`config.mk`:
```
export PLATFORM = sky130hd
export DESIGN_NAME = uart_tx_serializer
export DESIGN_NICKNAME = d
export VERILOG_FILES = /design/src/rtl/uart_pkg.sv /design/src/rtl/uart_baud_tick.sv /design/src/rtl/uart_tx_serializer.sv
export SDC_FILE = /design/constraint.sdc
export NUM_CORES = 1
export LEC_CHECK = 0
export CAP_MARGIN = 20
export CORE_ASPECT_RATIO = 0.75
export CORE_MARGIN = 3
export CORE_UTILIZATION = 35
export CTS_CLUSTER_DIAMETER = 200
export DETAILED_ROUTE_END_ITERATION = 12
export GPL_ROUTABILITY_DRIVEN = 0
export MAX_ROUTING_LAYER = met4
export SLEW_MARGIN = 5
export SYNTH_ARGS = -nofsm -noshare
export SYNTH_HDL_FRONTEND = slang
export SYNTH_SLANG_ARGS = --single-unit
```
`constraint.sdc`:
```
create_clock -name clk -period 4 [get_ports clk]
set_clock_uncertainty 0.05 [all_clocks]
set_input_delay 0.6 -clock clk [delete_from_list [all_inputs] [get_ports clk]]
set_output_delay 0.6 -clock clk [all_outputs]
set_load 0.005 [all_outputs]
```
`src/rtl/uart_pkg.sv`:
```
// Shared UART definitions for the Tx serializer and the Rx side.
// Holds the transmit state type, the idle line level and the baud divider helper.
package uart_pkg;

  // Transmit frame sequencer states; PARITY is only visited when UART_PARITY_EN is defined
  typedef enum logic [2:0] {
    IDLE,
    START,
    DATA,
    PARITY,
    STOP
  } tx_state_t;

  // Level of an idle UART line (also the stop-bit level)
  localparam logic UART_IDLE_LEVEL = 1'b1;

  // Clock cycles per bit; truncating division, caller must keep the result >= 2
  function automatic int unsigned baud_div(input int unsigned clk_freq,
                                           input int unsigned baud_rate);
    return clk_freq / baud_rate;
  endfunction

endpackage

```
`src/rtl/uart_baud_tick.sv`:
```
// Bit-period timer for the UART serializer.
// Counts 0..BAUD_DIV-1 while enabled, restarts synchronously, and flags the
// last cycle of each bit period with a one-cycle bit_end pulse.
module uart_baud_tick #(
  parameter int unsigned BAUD_DIV = 16
) (
  input  logic clk,
  input  logic reset,
  input  logic restart,
  input  logic enable,
  output logic bit_end
);

  localparam int unsigned CW = (BAUD_DIV > 1) ? $clog2(BAUD_DIV) : 1;
  localparam logic [CW-1:0] LAST_COUNT = CW'(BAUD_DIV - 1);

  logic [CW-1:0] count;
  logic          at_last;

  assign at_last = (count == LAST_COUNT);

  // Baud counter: cleared on restart, wraps at the end of every bit period
  always_ff @(posedge clk or negedge reset) begin
    if (!reset) begin
      count <= '0;
    end else if (restart) begin
      count <= '0;
    end else if (enable) begin
      if (at_last) begin
        count <= '0;
      end else begin
        count <= count + CW'(1);
      end
    end
  end

  // A restart cycle never ends a bit, even if the counter happened to sit at its last value
  always_comb begin
    bit_end = enable && !restart && at_last;
  end

endmodule

```
`src/rtl/uart_tx_serializer.sv`:
```
// UART transmit serializer.
// Accepts one DATA_WIDTH word per valid/ready handshake and sends it LSB-first
// as start bit, data bits, optional parity bit and STOP_BITS stop bits, each
// BAUD_DIV clock cycles long. SerialDataOut comes straight from a flop.
// Optional feature: define UART_PARITY_EN to insert a parity bit after the
// data bits (even parity, or odd when PARITY_ODD=1).
module uart_tx_serializer
  import uart_pkg::*;
#(
  parameter int unsigned CLK_FREQ   = 50000000,
  parameter int unsigned BAUD_RATE  = 115200,
  parameter int unsigned DATA_WIDTH = 8,
  parameter int unsigned STOP_BITS  = 1,
  parameter int unsigned PARITY_ODD = 0
) (
  input  logic                  clk,
  input  logic                  reset,
  input  logic [DATA_WIDTH-1:0] tx_data,
  input  logic                  tx_valid,
  output logic                  tx_ready,
  output logic                  SerialDataOut,
  output logic                  tx_busy,
  output logic                  tx_done
);

  localparam int unsigned BAUD_DIV = baud_div(CLK_FREQ, BAUD_RATE);
  localparam int unsigned IW       = $clog2(DATA_WIDTH + 1);

  localparam logic [IW-1:0] LAST_DATA_BIT = IW'(DATA_WIDTH - 1);
  localparam logic [IW-1:0] LAST_STOP_BIT = IW'(STOP_BITS - 1);

  tx_state_t             state_q, state_d;
  logic [DATA_WIDTH-1:0] shift_q, shift_d;
  logic [IW-1:0]         bit_idx_q, bit_idx_d;
  logic                  line_q, line_d;
  logic                  done_q, done_d;
  logic                  ready_q;
  logic                  busy_q;
  logic                  accept;
  logic                  bit_end;
  logic                  counting;

`ifdef UART_PARITY_EN
  logic                  parity_q;
`endif

  // The bit timer runs whenever a frame is on the line and is realigned on every accept
  always_comb begin
    counting = (state_q != IDLE);
  end

  uart_baud_tick #(
    .BAUD_DIV(BAUD_DIV)
  ) u_baud_tick (
    .clk    (clk),
    .reset  (reset),
    .restart(accept),
    .enable (counting),
    .bit_end(bit_end)
  );

  // State, shift register, bit index and line register
  always_ff @(posedge clk or negedge reset) begin
    if (!reset) begin
      state_q   <= IDLE;
      shift_q   <= '0;
      bit_idx_q <= '0;
      line_q    <= UART_IDLE_LEVEL;
      done_q    <= 1'b0;
    end else begin
      state_q   <= state_d;
      shift_q   <= shift_d;
      bit_idx_q <= bit_idx_d;
      line_q    <= line_d;
      done_q    <= done_d;
    end
  end

  // Handshake flags registered alongside the state so they change on the same edge
  always_ff @(posedge clk or negedge reset) begin
    if (!reset) begin
      ready_q <= 1'b1;
      busy_q  <= 1'b0;
    end else begin
      ready_q <= (state_d == IDLE);
      busy_q  <= (state_d != IDLE);
    end
  end

`ifdef UART_PARITY_EN
  // Parity of the accepted word, captured at accept so later tx_data changes cannot disturb it
  always_ff @(posedge clk or negedge reset) begin
    if (!reset) begin
      parity_q <= 1'b0;
    end else if (accept) begin
      parity_q <= (^tx_data) ^ (PARITY_ODD != 0);
    end
  end
`endif

  // Next-state logic: the line value for each bit is decided here one edge ahead,
  // so the line flop switches on exactly the edge that starts the new bit
  always_comb begin
    state_d   = state_q;
    shift_d   = shift_q;
    bit_idx_d = bit_idx_q;
    line_d    = line_q;
    done_d    = 1'b0;
    accept    = 1'b0;

    unique case (state_q)
      IDLE: begin
        line_d = UART_IDLE_LEVEL;
        if (tx_valid) begin
          accept  = 1'b1;
          shift_d = tx_data;
          state_d = START;
          line_d  = 1'b0;
        end
      end

      START: begin
        if (bit_end) begin
          state_d   = DATA;
          bit_idx_d = '0;
          line_d    = shift_q[0];
        end
      end

      DATA: begin
        if (bit_end) begin
          if (bit_idx_q == LAST_DATA_BIT) begin
            bit_idx_d = '0;
`ifdef UART_PARITY_EN
            state_d   = PARITY;
            line_d    = parity_q;
`else
            state_d   = STOP;
            line_d    = UART_IDLE_LEVEL;
`endif
          end else begin
            shift_d   = shift_q >> 1;
            bit_idx_d = bit_idx_q + IW'(1);
            line_d    = shift_d[0];
          end
        end
      end

`ifdef UART_PARITY_EN
      PARITY: begin
        if (bit_end) begin
          state_d   = STOP;
          bit_idx_d = '0;
          line_d    = UART_IDLE_LEVEL;
        end
      end
`endif

      STOP: begin
        line_d = UART_IDLE_LEVEL;
        if (bit_end) begin
          if (bit_idx_q == LAST_STOP_BIT) begin
            state_d   = IDLE;
            bit_idx_d = '0;
            done_d    = 1'b1;
          end else begin
            bit_idx_d = bit_idx_q + IW'(1);
          end
        end
      end

      default: begin
        state_d = IDLE;
        line_d  = UART_IDLE_LEVEL;
      end
    endcase
  end

  // Output drive, all straight from flops
  always_comb begin
    SerialDataOut = line_q;
    tx_ready      = ready_q;
    tx_busy       = busy_q;
    tx_done       = done_q;
  end

endmodule

```
**Word-level counts from Yosys, hierarchy flattened**

Cells that the tools add are included.

- Register bits: 28
- Logic and storage cells: 64

- Multiplexer cells: 30
- Reduce and logical (&&, ||, !) cells: 14
- Add/subtract/negate cells: 2
- Eq/ne operators: 10

Operator list:

| cell | number |
|---|---|
| 2-to-1 mux 9 bit | 3 |
| 2-to-1 mux 8 bit | 3 |
| 2-to-1 mux 4 bit | 5 |
| 2-to-1 mux 3 bit | 6 |
| case mux 8 bit (2 select lines) | 1 |
| case mux 3 bit (4 select lines) | 1 |
| case mux 4 bit (3 select lines) | 1 |
| inequality test 2 bit (second input constant) | 5 |
| adder 9 x 1 -> 9 bit (second input constant) | 1 |
| == test 9 bit (second input constant) | 1 |
| 2-to-1 mux 1 bit | 9 |
| nonzero test 3 bit | 3 |
| AND reduction 4 bit | 2 |
| logical NOT 3 bit | 2 |
| adder 4 x 1 -> 4 bit (second input constant) | 1 |
| == test 4 x 3 -> 1 bit (second input constant) | 1 |
| logical NOT 4 bit | 1 |
| nonzero test 2 bit | 2 |
| == test 3 x 1 -> 1 bit (second input constant) | 1 |
| == test 3 x 2 -> 1 bit (second input constant) | 1 |
| == test 3 bit (second input constant) | 1 |
| case mux 1 bit (3 select lines) | 1 |
| logical AND 1 bit | 2 |
| AND reduction 2 bit | 1 |
| logical NOT 1 bit | 1 |

**Depth between registers and ports, before layout**

- Depth in word-level cells: 8
- Depth in mapped cells: 6
- Gate-level depth less buffers: 6

**Modules after synthesis**

Synthesis repeated with hierarchy kept, for this count alone.

- Cell total of the unflattened synthesis: 170
- Area total of the unflattened synthesis: 1616.6 µm²

By module, submodules not included:

| module | area each (µm²) | cells an instance | times used |
|---|---|---|---|
| uart_tx_serializer | 1112.3 | 116 | 1 |
| uart_baud_tick | 504.2 | 54 | 1 |

**Least setup slack after synthesis**

Ideal clock, no wire load.

- Path kind: reg-to-reg
- Start: register u_baud_tick.count[2]
- End: register shift_q[0]
- Slack: 2.181 ns
- Cell stages (with the launch flop): 5
- Data arrival time: 1.644 ns
- Clock period less this slack: 1.819 ns
- Data required time: 3.825 ns
- Library setup time: 0.125 ns
- Path through: dfrtp_1 > or4b_4 > nor2_8 > o22ai_4 > mux2_4

- Word-level cells in the longest chain between the ends: 4

RTL lines:

| item | RTL line | RTL |
|---|---|---|
| start, declared | uart_baud_tick.sv:17 | `logic [CW-1:0] count;` |
| start signal, assigned | uart_baud_tick.sv:32 | `count <= count + CW'(1);` |
| == test 9 bit | uart_baud_tick.sv:20 | `assign at_last = (count == LAST_COUNT);` |
| logical AND 1 bit | uart_baud_tick.sv:39 | `bit_end = enable && !restart && at_last;` |
| inequality test 2 bit (no source line) | n/a |  |
| AND reduction 4 bit (no source line) | n/a |  |
| end signal, assigned | uart_tx_serializer.sv:72 | `shift_q <= shift_d;` |
| end, declared | uart_tx_serializer.sv:33 | `logic [DATA_WIDTH-1:0] shift_q, shift_d;` |

No other way between the ends.
A chain may end at the register's enable or synchronous reset.

**Final worst setup path**

- Start: register state_q[1]
- End: register shift_q[6]

- Word-level cells in the longest chain between the ends: 7
- Elaborated cells on any way between the ends: 13
- Classes of those cells: 4 x eq/ne; 2 x mux; 7 x reduce/logical

RTL lines:

| item | RTL line | RTL |
|---|---|---|
| start, declared | uart_tx_serializer.sv:32 | `tx_state_t state_q, state_d;` |
| start signal, assigned | uart_tx_serializer.sv:71 | `state_q <= state_d;` |
| logical NOT 3 bit | uart_tx_serializer.sv:111 | `unique case (state_q)` |
| 2-to-1 mux 1 bit | uart_tx_serializer.sv:111 |  |
| logical NOT 1 bit | uart_baud_tick.sv:39 |  |
| logical AND 1 bit (2 in a row) | uart_baud_tick.sv:39 |  |
| inequality test 2 bit (no source line) | n/a |  |
| AND reduction 4 bit (no source line) | n/a |  |

Several ways; a longest one is shown, not always the timed one.

==> impl_metrics.xml <==
<?xml version="1.0" encoding="UTF-8"?>
<metrics>
  <group name="global_routing">
    <metric name="grt_pass1_wl" unit="mm">5.451</metric>
    <metric name="grt_pass1_vias" unit="">1149</metric>
    <metric name="grt_antenna_before_repair" unit="">0</metric>
    <metric name="grt-ovfl-total" unit="">0</metric>
    <metric name="global_route.usage.total" unit="%">12.46</metric>
    <metric name="maximum_number_of_pins_on_one_net_before_global_route_repair" unit="">29</metric>
  </group>
  <group name="finish">
    <metric name="diodes" unit="">0</metric>
    <metric name="mostFrequentLayoutCell" unit="">sky130_fd_sc_hd__nand2_1</metric>
    <metric name="layout-area-overhead-vs-synth" unit="%">15.69</metric>
    <metric name="total_number_of_nets_in_the_final_design" unit="">190</metric>
    <metric name="drive_gt1_share" unit="%">13.79</metric>
    <metric name="final_core_util" unit="%">43.85</metric>
    <metric name="multi_input_comb_area" unit="um^2">853.3</metric>
    <metric name="layout_fillers" unit="">402</metric>
    <metric name="layout.area.seq" unit="um^2">703.2</metric>
    <metric name="final_cell_mix" unit="">sky130_fd_sc_hd__nand2_1 (29), sky130_fd_sc_hd__dfrtp_1 (26), sky130_fd_sc_hd__clkdlybuf4s50_1 (14)</metric>
  </group>
  <group name="cts">
    <metric name="cts_resized" unit="">0</metric>
    <metric name="clkSlewWorstSetupHoldPaths" unit="ns">0.09</metric>
    <metric name="insertion_delay" unit="ns">0.28</metric>
    <metric name="maximum_clock_path_buffer_count" unit="">2</metric>
    <metric name="cts.root.buffer_cell" unit="">sky130_fd_sc_hd__clkbuf_8</metric>
    <metric name="cts_inserted_buffers" unit="">3</metric>
    <metric name="htree_levels" unit="">1</metric>
    <metric name="postCtsHoldBufs" unit="">0</metric>
    <metric name="tritoncts" unit="">built</metric>
    <metric name="total_clock_sinks" unit="">28</metric>
    <metric name="postCtsSetupRepairBufs" unit="">0</metric>
  </group>
  <group name="synthesis">
    <metric name="number_of_warnings_printed_during_yosys_synthesis" unit="">0</metric>
    <metric name="post-synth-top-area-fraction" unit="%">40.59</metric>
    <metric name="synthCells" unit="">159</metric>
    <metric name="synth_largest_area_cell" unit="">sky130_fd_sc_hd__dfrtp_1</metric>
    <metric name="post_synth_instance_area" unit="um^2">1603</metric>
    <metric name="synth-seq-cells" unit="">28</metric>
    <metric name="number_of_synthesized_flops_with_an_enable_pin" unit="">0</metric>
    <metric name="asyncSetResetFlopFracSynth" unit="%">100.0</metric>
    <metric name="synthesis.area_per_instance" unit="um^2">10.08</metric>
    <metric name="synth_nets" unit="">174</metric>
    <metric name="post_synth_main_area_contributors" unit="">sky130_fd_sc_hd__dfrtp_1 (41%), sky130_fd_sc_hd__nand2_1 (6.8%), sky130_fd_sc_hd__mux2_4 (6.6%), sky130_fd_sc_hd__dfstp_2 (3.3%), sky130_fd_sc_hd__ha_1 (3.1%)</metric>
    <metric name="netlist-cell-type-count" unit="">48</metric>
    <metric name="synth_seq_area_share" unit="%">43.87</metric>
    <metric name="synth_top_flop_cell" unit="">sky130_fd_sc_hd__dfrtp_1</metric>
  </group>
  <group name="critical_path">
    <metric name="critical-path-slowest-cell" unit="">sky130_fd_sc_hd__or3b_1</metric>
    <metric name="critPathMaxStageDelay" unit="ns">0.60</metric>
    <metric name="crit_family" unit="">simple AND/OR/NAND/NOR gates</metric>
    <metric name="cp.buffers_inverters" unit="">0</metric>
    <metric name="setup.worst_path.class" unit="">reg -&gt; reg</metric>
    <metric name="critical_path_cell_count" unit="">3</metric>
    <metric name="r2r_cells" unit="">3</metric>
    <metric name="crit_required" unit="ns">4.12</metric>
    <metric name="timing.critical_path.cells" unit="">or3b_1 -&gt; o22ai_4 -&gt; mux2_4</metric>
    <metric name="cp-start-kind" unit="">flop</metric>
    <metric name="critPathMaxFanout" unit="">11</metric>
    <metric name="timing.critical_path.to_type" unit="">flop</metric>
    <metric name="arrival" unit="ns">2.18</metric>
  </group>
  <group name="power">
    <metric name="power.density" unit="nW/um^2">396.4</metric>
    <metric name="irDropWorstVdd" unit="mV">0.1607</metric>
    <metric name="power.static_leakage" unit="nW">0.8245</metric>
  </group>
  <group name="routing">
    <metric name="dr.first_iter.drc_count" unit="">79</metric>
    <metric name="dr_total_vias" unit="">1211</metric>
    <metric name="ant_nets" unit="">0</metric>
    <metric name="vias_per_cell" unit="">5.288</metric>
    <metric name="post_drt_wl_per_cell" unit="um">13.76</metric>
    <metric name="detail_route.drc_violations" unit="">0</metric>
    <metric name="routed_wirelength" unit="mm">3.151</metric>
    <metric name="drtPass1Iterations" unit="">4</metric>
  </group>
  <group name="timing">
    <metric name="finalSetupViolations" unit="">0</metric>
    <metric name="grt_setup_unrepaired" unit="">no</metric>
    <metric name="finalSetupTns" unit="ns">0</metric>
    <metric name="achievable-frequency" unit="MHz">485.0</metric>
    <metric name="worst-slew-pin-transition" unit="ns">0.6255</metric>
    <metric name="maxSlewHeadroom" unit="%">58.11</metric>
    <metric name="final_max_slew_viol_count" unit="">0</metric>
    <metric name="final.period_utilization" unit="%">51.55</metric>
    <metric name="hold_viol" unit="">0</metric>
    <metric name="period_minus_slack" unit="ns">2.062</metric>
  </group>
  <group name="job">
    <metric name="cap_violations" unit="">0</metric>
  </group>
  <group name="floorplan">
    <metric name="coreArea" unit="um^2">4229</metric>
    <metric name="rows" unit="">20</metric>
    <metric name="initial_core_util" unit="%">37.90</metric>
    <metric name="die_y" unit="um">64.61</metric>
    <metric name="die-width" unit="um">84.14</metric>
    <metric name="design.die.area" unit="um^2">5436</metric>
    <metric name="top_level_ports" unit="">15</metric>
  </group>
  <group name="hold_path">
    <metric name="worstHoldPathType" unit="">reg -&gt; reg</metric>
    <metric name="hold-path-cell-count" unit="">1</metric>
  </group>
  <group name="placed_design">
    <metric name="detailed_placer_s_ending_hpwl" unit="mm">2.296</metric>
    <metric name="numPortBuffers" unit="">14</metric>
  </group>
  <group name="outcome">
    <metric name="status" unit="">finished, final reports clean</metric>
  </group>
</metrics>
==> final cells by class <==
class,count,area share [%]
clock buffers,4,2.969
inverters,7,1.417
well taps,55,3.711
repair buffers,15,7.962
flip-flops and latches,28,37.92
multi-input cells,120,46.02
==> synthesized netlist by cell type, drive strengths merged (2+ instances only) <==
master	n
a21oi	9
a31oi	6
and4	3
buf	4
dfrtp	26
dfstp	2
ha	4
inv	7
mux2	8
nand2	29
nand2b	5
nand3	4
nand4	2
nor2	8
nor3b	3
o21ai	9
o221ai	2
o22a	2
o22ai	2
o2bb2ai	2
or3	2
or3b	4
xor2	2
==> metal layers <==
metal  GRT usage [%]  up-vias  wire length (um)
met3           2.668        5                94
met4           4.418        0                38
met5               -        -                 0
met1           17.24      575              1627
li1                -      609                 -
met2           18.01       22              1390
==> per-stage QoR <==
stage / cells / total power [mW] / hold slack (ns) / instance area [um^2] / setup slack [ns]
floorplan: 159 / 0.5029 / 0.2544 / 1603 / 2.181
global placement: 225 / 0.5532 / 0.4460 / 1799 / 1.899
detailed placement: 225 / 0.5595 / 0.4307 / 1799 / 1.859
global route: 229 / 0.7830 / 0.4806 / 1854 / 1.826
finish: 229 / 0.7351 / 0.4605 / 1854 / 1.938
CTS: 229 / 0.7391 / 0.4643 / 1854 / 1.933
==> cell families (layout without fill, tap and decap cells) <==
logic type,after synthesis,after routing,synth area share [%]
simple gates,67,67,24.44
compound gates,38,38,16.71
flops,28,28,43.87
buf+inv,11,26,2.888
mux,9,9,7.884
fa+ha+maj,4,4,3.123
xor+xnor,2,2,1.093
==> registers in the layout (all words and copies together), names as in the netlist <==
| register | flops |
|---|---|
| u_baud_tick.count | 9 |
| shift_q | 8 |
| bit_idx_q | 4 |
| state_q | 3 |
| SerialDataOut | 1 |
| tx_busy | 1 |
| tx_done | 1 |
| tx_ready | 1 |
==> report_power, final <==
group / switching, mW / leakage [nW] / internal, mW
clock: 0.0884 / 0.0288 / 0.0883
combinational: 0.0664 / 0.448 / 0.0809
sequential: 0.0751 / 0.348 / 0.336
total: 0.230 / 0.825 / 0.505
==> path summary, 6_finish.rpt <==
check / start / to / slack, ns
worst max-delay path: state_q[1]$_DFF_PN0_ / shift_q[6]$_DFFE_PN0P_ / 1.94
worst min-delay path: shift_q[7]$_DFFE_PN0P_ / shift_q[7]$_DFFE_PN0P_ / 0.46
worst max register to register: state_q[1]$_DFF_PN0_ / shift_q[6]$_DFFE_PN0P_ / 1.94
worst min register to register: shift_q[7]$_DFFE_PN0P_ / shift_q[7]$_DFFE_PN0P_ / 0.46
max in group asynchronous: reset / SerialDataOut$_DFFE_PN1P_ / 2.95
min in group asynchronous: reset / u_baud_tick.count[7]$_DFFE_PN0P_ / 0.64
Note: power is estimated with default switching activity, not from simulation.
==> RTL edit 1: new RTL, config.mk and constraints unchanged <==
Re-encode `tx_state_t` (5 states) as one-hot, 5 bits wide.
--- a/src/rtl/uart_pkg.sv
+++ b/src/rtl/uart_pkg.sv
@@ -5,8 +5,8 @@
   // Transmit frame sequencer states; PARITY is only visited when UART_PARITY_EN is defined
-  typedef enum logic [2:0] {
-    IDLE,
-    START,
-    DATA,
-    PARITY,
-    STOP
+  typedef enum logic [4:0] {
+    IDLE   = 5'b00001,
+    START  = 5'b00010,
+    DATA   = 5'b00100,
+    PARITY = 5'b01000,
+    STOP   = 5'b10000
   } tx_state_t;
Behaviour: no difference found for any inputs over 10 cycles, from zero or initial values and one cycle with reset low; not proved beyond that.
==> RTL edit 1 against the unedited design <==
Wire length up 2.8%; via count up 2.5%; worst setup slack worse by 0.21 ns; cell count up 4.4%; sequential share of layout area up 1.8 points; sequential cell count up 2; area after synthesis up 0.47%; total power up 4.5%; final area up 2.4%; sequential power down 4.9%; largest power group unchanged.
==> RTL edit 1: results (changes against the unedited design) <==
- CTS H-tree lvls: 2 (+1)
- Clock network contribution to total cell area: 0.0481 (+0.0184)
- Max incr delay on CP: 0.71 ns (+0.11 ns)
- Top post-synthesis cells by area: dfrtp_1, dfstp_2, nor2_1
- Non-clk buf share: 0.0777 (-0.00189)
- Metal1 wirelength: 1740 um (+6.8%)
- Layout Nets: 198 (+4.2%)
- Met3 usage in global routing: 0.0394 (+0.0127)
- Dpl cells: 231 (+2.7%)
- Met3 Wirelength: 128 um (+36%)
- List of most frequent post-synthesis cells: dfrtp_1, nor2_1, nand2_1, o21ai_0, a21oi_1
- Syn_nets: 179 (+2.9%)
- Sequential share of the synthesized area: 0.469 (+0.0298)
- First-pass GRT wire length: 5600 um (+2.8%)
- R2r worst-path depth: 5 (+2)
- Mapped Avg Cell Area: 9.82 um^2 (-2.6%)
- Fraction of layout cells with a size suffix above 1: 0.114 (-0.0238)
- Lkg Pwr: 0.856 nW (+3.8%)
- Register area: 754 um^2 (+7.3%)
- Layout Cells excl Fill: 239 (+4.4%)
- Vias per Instance: 5.19 (-1.8%)
- Filler instances: 415 (+3.2%)
- Pin count of the biggest net entering global routing: 31 (+6.9%)
- Maximum vdd drop: 146 uV (-9.3%)
- Most frequent cell after synthesis: dfrtp_1
- Worst-Margin Slew: 0.699 ns (+0.0738 ns)
- Clock buffer cells: 7 (+3)
- Multi-input gates: 125 (+4.2%)
- TritonCTS Buffers: 5 (+2)
- Biggest registers after layout: u_baud_tick.count: 9 flops, shift_q: 8 flops, state_q: 5 flops
- WHS Endpoint: tx_busy$_DFF_PN0_
- Drt wl/cell: 13.5 um (-1.5%)
- Area of the multi-input gates: 815 um^2 (-4.5%)
- Worst EP arrival: 2.42 ns (+0.24 ns)
- Ys async rst share: 1.00 (unchanged)
- Drt initial violations: 95 (+20%)
- WL met2: 1320 um (-5.0%)
- Worst Hold Launch: state_q[3]$_DFF_PN0_
- Count of different cell masters after synthesis: 40 (-17%)
- CP startpoint kind: flop
- Clock transition at path regs: 0.06 ns (-0.03 ns)
- Crit-path slowest cell: o32ai_4
- Non-clock inverter count: 6 (-1)
- Synth Flop Type: dfrtp_1
- Met2 Track Usage GR: 0.179 (-0.000984)
- Status: finished clean
- Number of global-route vias before repair: 1168 (+1.7%)
- Seq cells: 30 (+7.1%)
- Global Route Usage Sum: 0.136 (+0.0111)
- Dpl cell area: 1810 um^2 (+0.49%)
- HPWL after DPL: 2430 um (+5.9%)
- CP max FO: 16 (+5)
RTL edit 1: changes by cell type in the layout (fill, tap and decap cells not counted), sizes merged, moves of 4 or more:
| cell | unedited run | this run |
|---|---|---|
| a31oi | 6 | 1 |
| o21ai | 9 | 14 |
| nand2 | 29 | 17 |
| a21o | 0 | 5 |
| or3b | 4 | 0 |
| nand3 | 4 | 8 |
| mux2 | 8 | 0 |
| nor2 | 8 | 20 |
| mux2i | 1 | 7 |
| nor3 | 1 | 5 |
RTL edit 1: cells by family (layout without fill, tap and decap cells):
kind of cell	after synthesis	after routing	synth area share
and+or+nand+nor	70	70	0.236
AOI/OAI and AO/OA	40	40	0.176
DFF	30	30	0.469
buffers and inverters	9	29	0.0256
muxes	7	7	0.0435
adders and majority gates	4	4	0.0311
xor gates and xnor gates	3	3	0.0163
other	1	1	0.00233
RTL edit 1: worst max path at each step:
stage	end	slack, ns	cells past startpoint
final	shift_q[7]$_DFFE_PN0P_	1.73	5
after global routing	shift_q[7]$_DFFE_PN0P_	1.41	5
after CTS	shift_q[7]$_DFFE_PN0P_	1.74	5
after detailed placement	shift_q[0]$_DFFE_PN0P_	1.74	5
after global placement	shift_q[7]$_DFFE_PN0P_	1.84	5
after floorplan	bit_idx_q[3]$_DFFE_PN0P_	2.01	7
RTL edit 1: metrics by stage:
stage	util	hold WS [ns]
floorplan	-	0.254
finish	0.449	0.459
detailed placement	0.428	0.444
CTS	0.449	0.453
global route	0.449	0.518
global placement	0.428	0.438
RTL edit 1: where the power goes:
group	internal, mW	switching, mW	total [mW]
Combinational	0.0642	0.0639	0.128
Sequential	0.350	0.0413	0.391
Clock	0.138	0.110	0.248
==> RTL edit 2: new RTL, same flow settings <==
Made on the original files. Add a define of `UART_PARITY_EN`.
--- a/src/rtl/uart_tx_serializer.sv
+++ b/src/rtl/uart_tx_serializer.sv
@@ -6,2 +6,4 @@
 // data bits (even parity, or odd when PARITY_ODD=1).
+`define UART_PARITY_EN
+
 module uart_tx_serializer
Function: no difference found for any inputs over 10 cycles, from zero or initial values and one cycle with reset low; that may be too few to reach the edited logic, so the function may still have changed.
==> RTL edit 2 against the unedited design <==
Wire length increased by 10%; total power increased by 23%; sequential share of layout area decreased by 1.5 points; synthesized cell count increased by 5.0%; die area increased by 5.6%; final area increased by 7.8%; area after synthesis increased by 6.1%; sequential cell count increased by 1; cell count increased by 5.2%; worst setup slack got worse by 0.30 ns; non-clock buffer count unchanged; highest routed layer unchanged.
==> RTL edit 2: results (changes against the unedited design) <==
- TritonCTS Buffers: 5 (+2)
- Synth Area in XOR/XNOR: 0.0515 (+0.0406)
- CP max FO: 15 (+4)
- Relative slew slack: 0.435 (-0.146)
- Dpl cells: 233 (+3.6%)
- Dpl ws: 1.64 ns (-0.224 ns)
- WL met2: 1590 um (+14%)
- HPWL after DPL: 2550 um (+11%)
- Sequential share of the synthesized area: 0.428 (-0.0105)
- Initial antenna violation count: 0 (unchanged)
- Lkg Pwr: 0.803 nW (-2.6%)
- Pin count of the biggest net entering global routing: 30 (+3.4%)
- Mapped Avg Cell Area: 10.2 um^2 (+1.0%)
- Drt wl/cell: 14.4 um (+4.7%)
- Compound-Gate Fraction of Synth Area: 0.152 (-0.0155)
- Dpl cell area: 1880 um^2 (+4.6%)
- WHS Endpoint: shift_q[2]$_DFFE_PN0P_
- # diodes: 0 (unchanged)
- First-pass GRT wire length: 6030 um (+11%)
- Worst reg2reg endpoint: shift_q[6]$_DFFE_PN0P_
- Met3 Wirelength: 185 um (+97%)
- Multiplexer share of the synthesized area: 0.111 (+0.0323)
- Fraction of layout cells with a size suffix above 1: 0.196 (+0.0577)
- R2r startpoint: state_q[2]$_DFF_PN0_
- Met3 usage in global routing: 0.0573 (+0.0306)
- Clock transition at path regs: 0.07 ns (-0.02 ns)
- Post-Synth Adder-Cell Area: 0.0294 (-0.00179)
- Top layer in use: met4
- Status: finished clean
- Hold_ws: 0.456 ns (-0.00473 ns)
- GR Util met1: 0.176 (+0.00403)
- Worst Hold Launch: shift_q[2]$_DFFE_PN0P_
- Worst EP arrival: 2.47 ns (+0.29 ns)
- Global Route Usage Sum: 0.144 (+0.0191)
- Layout Cells excl Fill: 241 (+5.2%)
- List of most frequent post-synthesis cells: dfrtp_1, nand2_1, mux2_2, o21ai_0, xnor2_1
- DR vias: 1270 (+4.9%)
- Layout Nets: 198 (+4.2%)
- CTS H-tree lvls: 2 (+1)
- Met2 Track Usage GR: 0.217 (+0.0365)
- Maximum vdd drop: 215 uV (+34%)
- Syn_nets: 182 (+4.6%)
- Largest buffer count on any clock path: 2 (unchanged)
- R2r worst-path depth: 4 (+1)
- Metal1 wirelength: 1650 um (+1.4%)
[RTL edit 2: cell count changes after synthesis, moves of 3 or more]
cell | unedited run | this run
a31oi_1 | 6 | 0
and4_1 | 3 | 0
inv_1 | 6 | 9
mux2_2 | 0 | 15
mux2_4 | 7 | 0
nand2_1 | 29 | 16
nand2b_1 | 5 | 2
o21a_1 | 0 | 3
o21ai_0 | 7 | 11
or3b_1 | 3 | 0
xnor2_1 | 0 | 10
[RTL edit 2: critical path: stages (launching register included)]
cell     delay (ns)
dfrtp_1        0.57
nor3b_2        0.78
a21oi_2        0.17
a21oi_4        0.28
mux2_2         0.38
[RTL edit 2: worst max-delay path by stage]
stage                                                start                      to  slack, ns  cells after the start
after global routing                  state_q[2]$_DFF_PN0_  shift_q[6]$_DFFE_PN0P_       1.56                      4
after detailed placement                          tx_valid  shift_q[6]$_DFFE_PN0P_       1.64                      5
after CTS                             state_q[2]$_DFF_PN0_  shift_q[6]$_DFFE_PN0P_       1.64                      4
after floorplan           u_baud_tick.count[1]$_DFFE_PN0P_  shift_q[0]$_DFFE_PN0P_       2.27                      7
after global placement                            tx_valid  shift_q[6]$_DFFE_PN0P_       1.69                      5
final                                 state_q[2]$_DFF_PN0_  shift_q[6]$_DFFE_PN0P_       1.64                      4
[RTL edit 2: cell type report]
type / count / area [um^2]
well taps: 57 / 71.3
fillers: 461 / 2570
repair buffers: 15 / 148
inverters: 9 / 33.8
flip-flops and latches: 29 / 728
clock inverters: 1 / 30.0
multi-input cells: 123 / 901
clock buffers: 7 / 86.3
[RTL edit 2: report_power, final]
part	switching, mW	internal, mW
Clock	0.114	0.203
Combinational	0.0731	0.0884
Sequential	0.0678	0.357
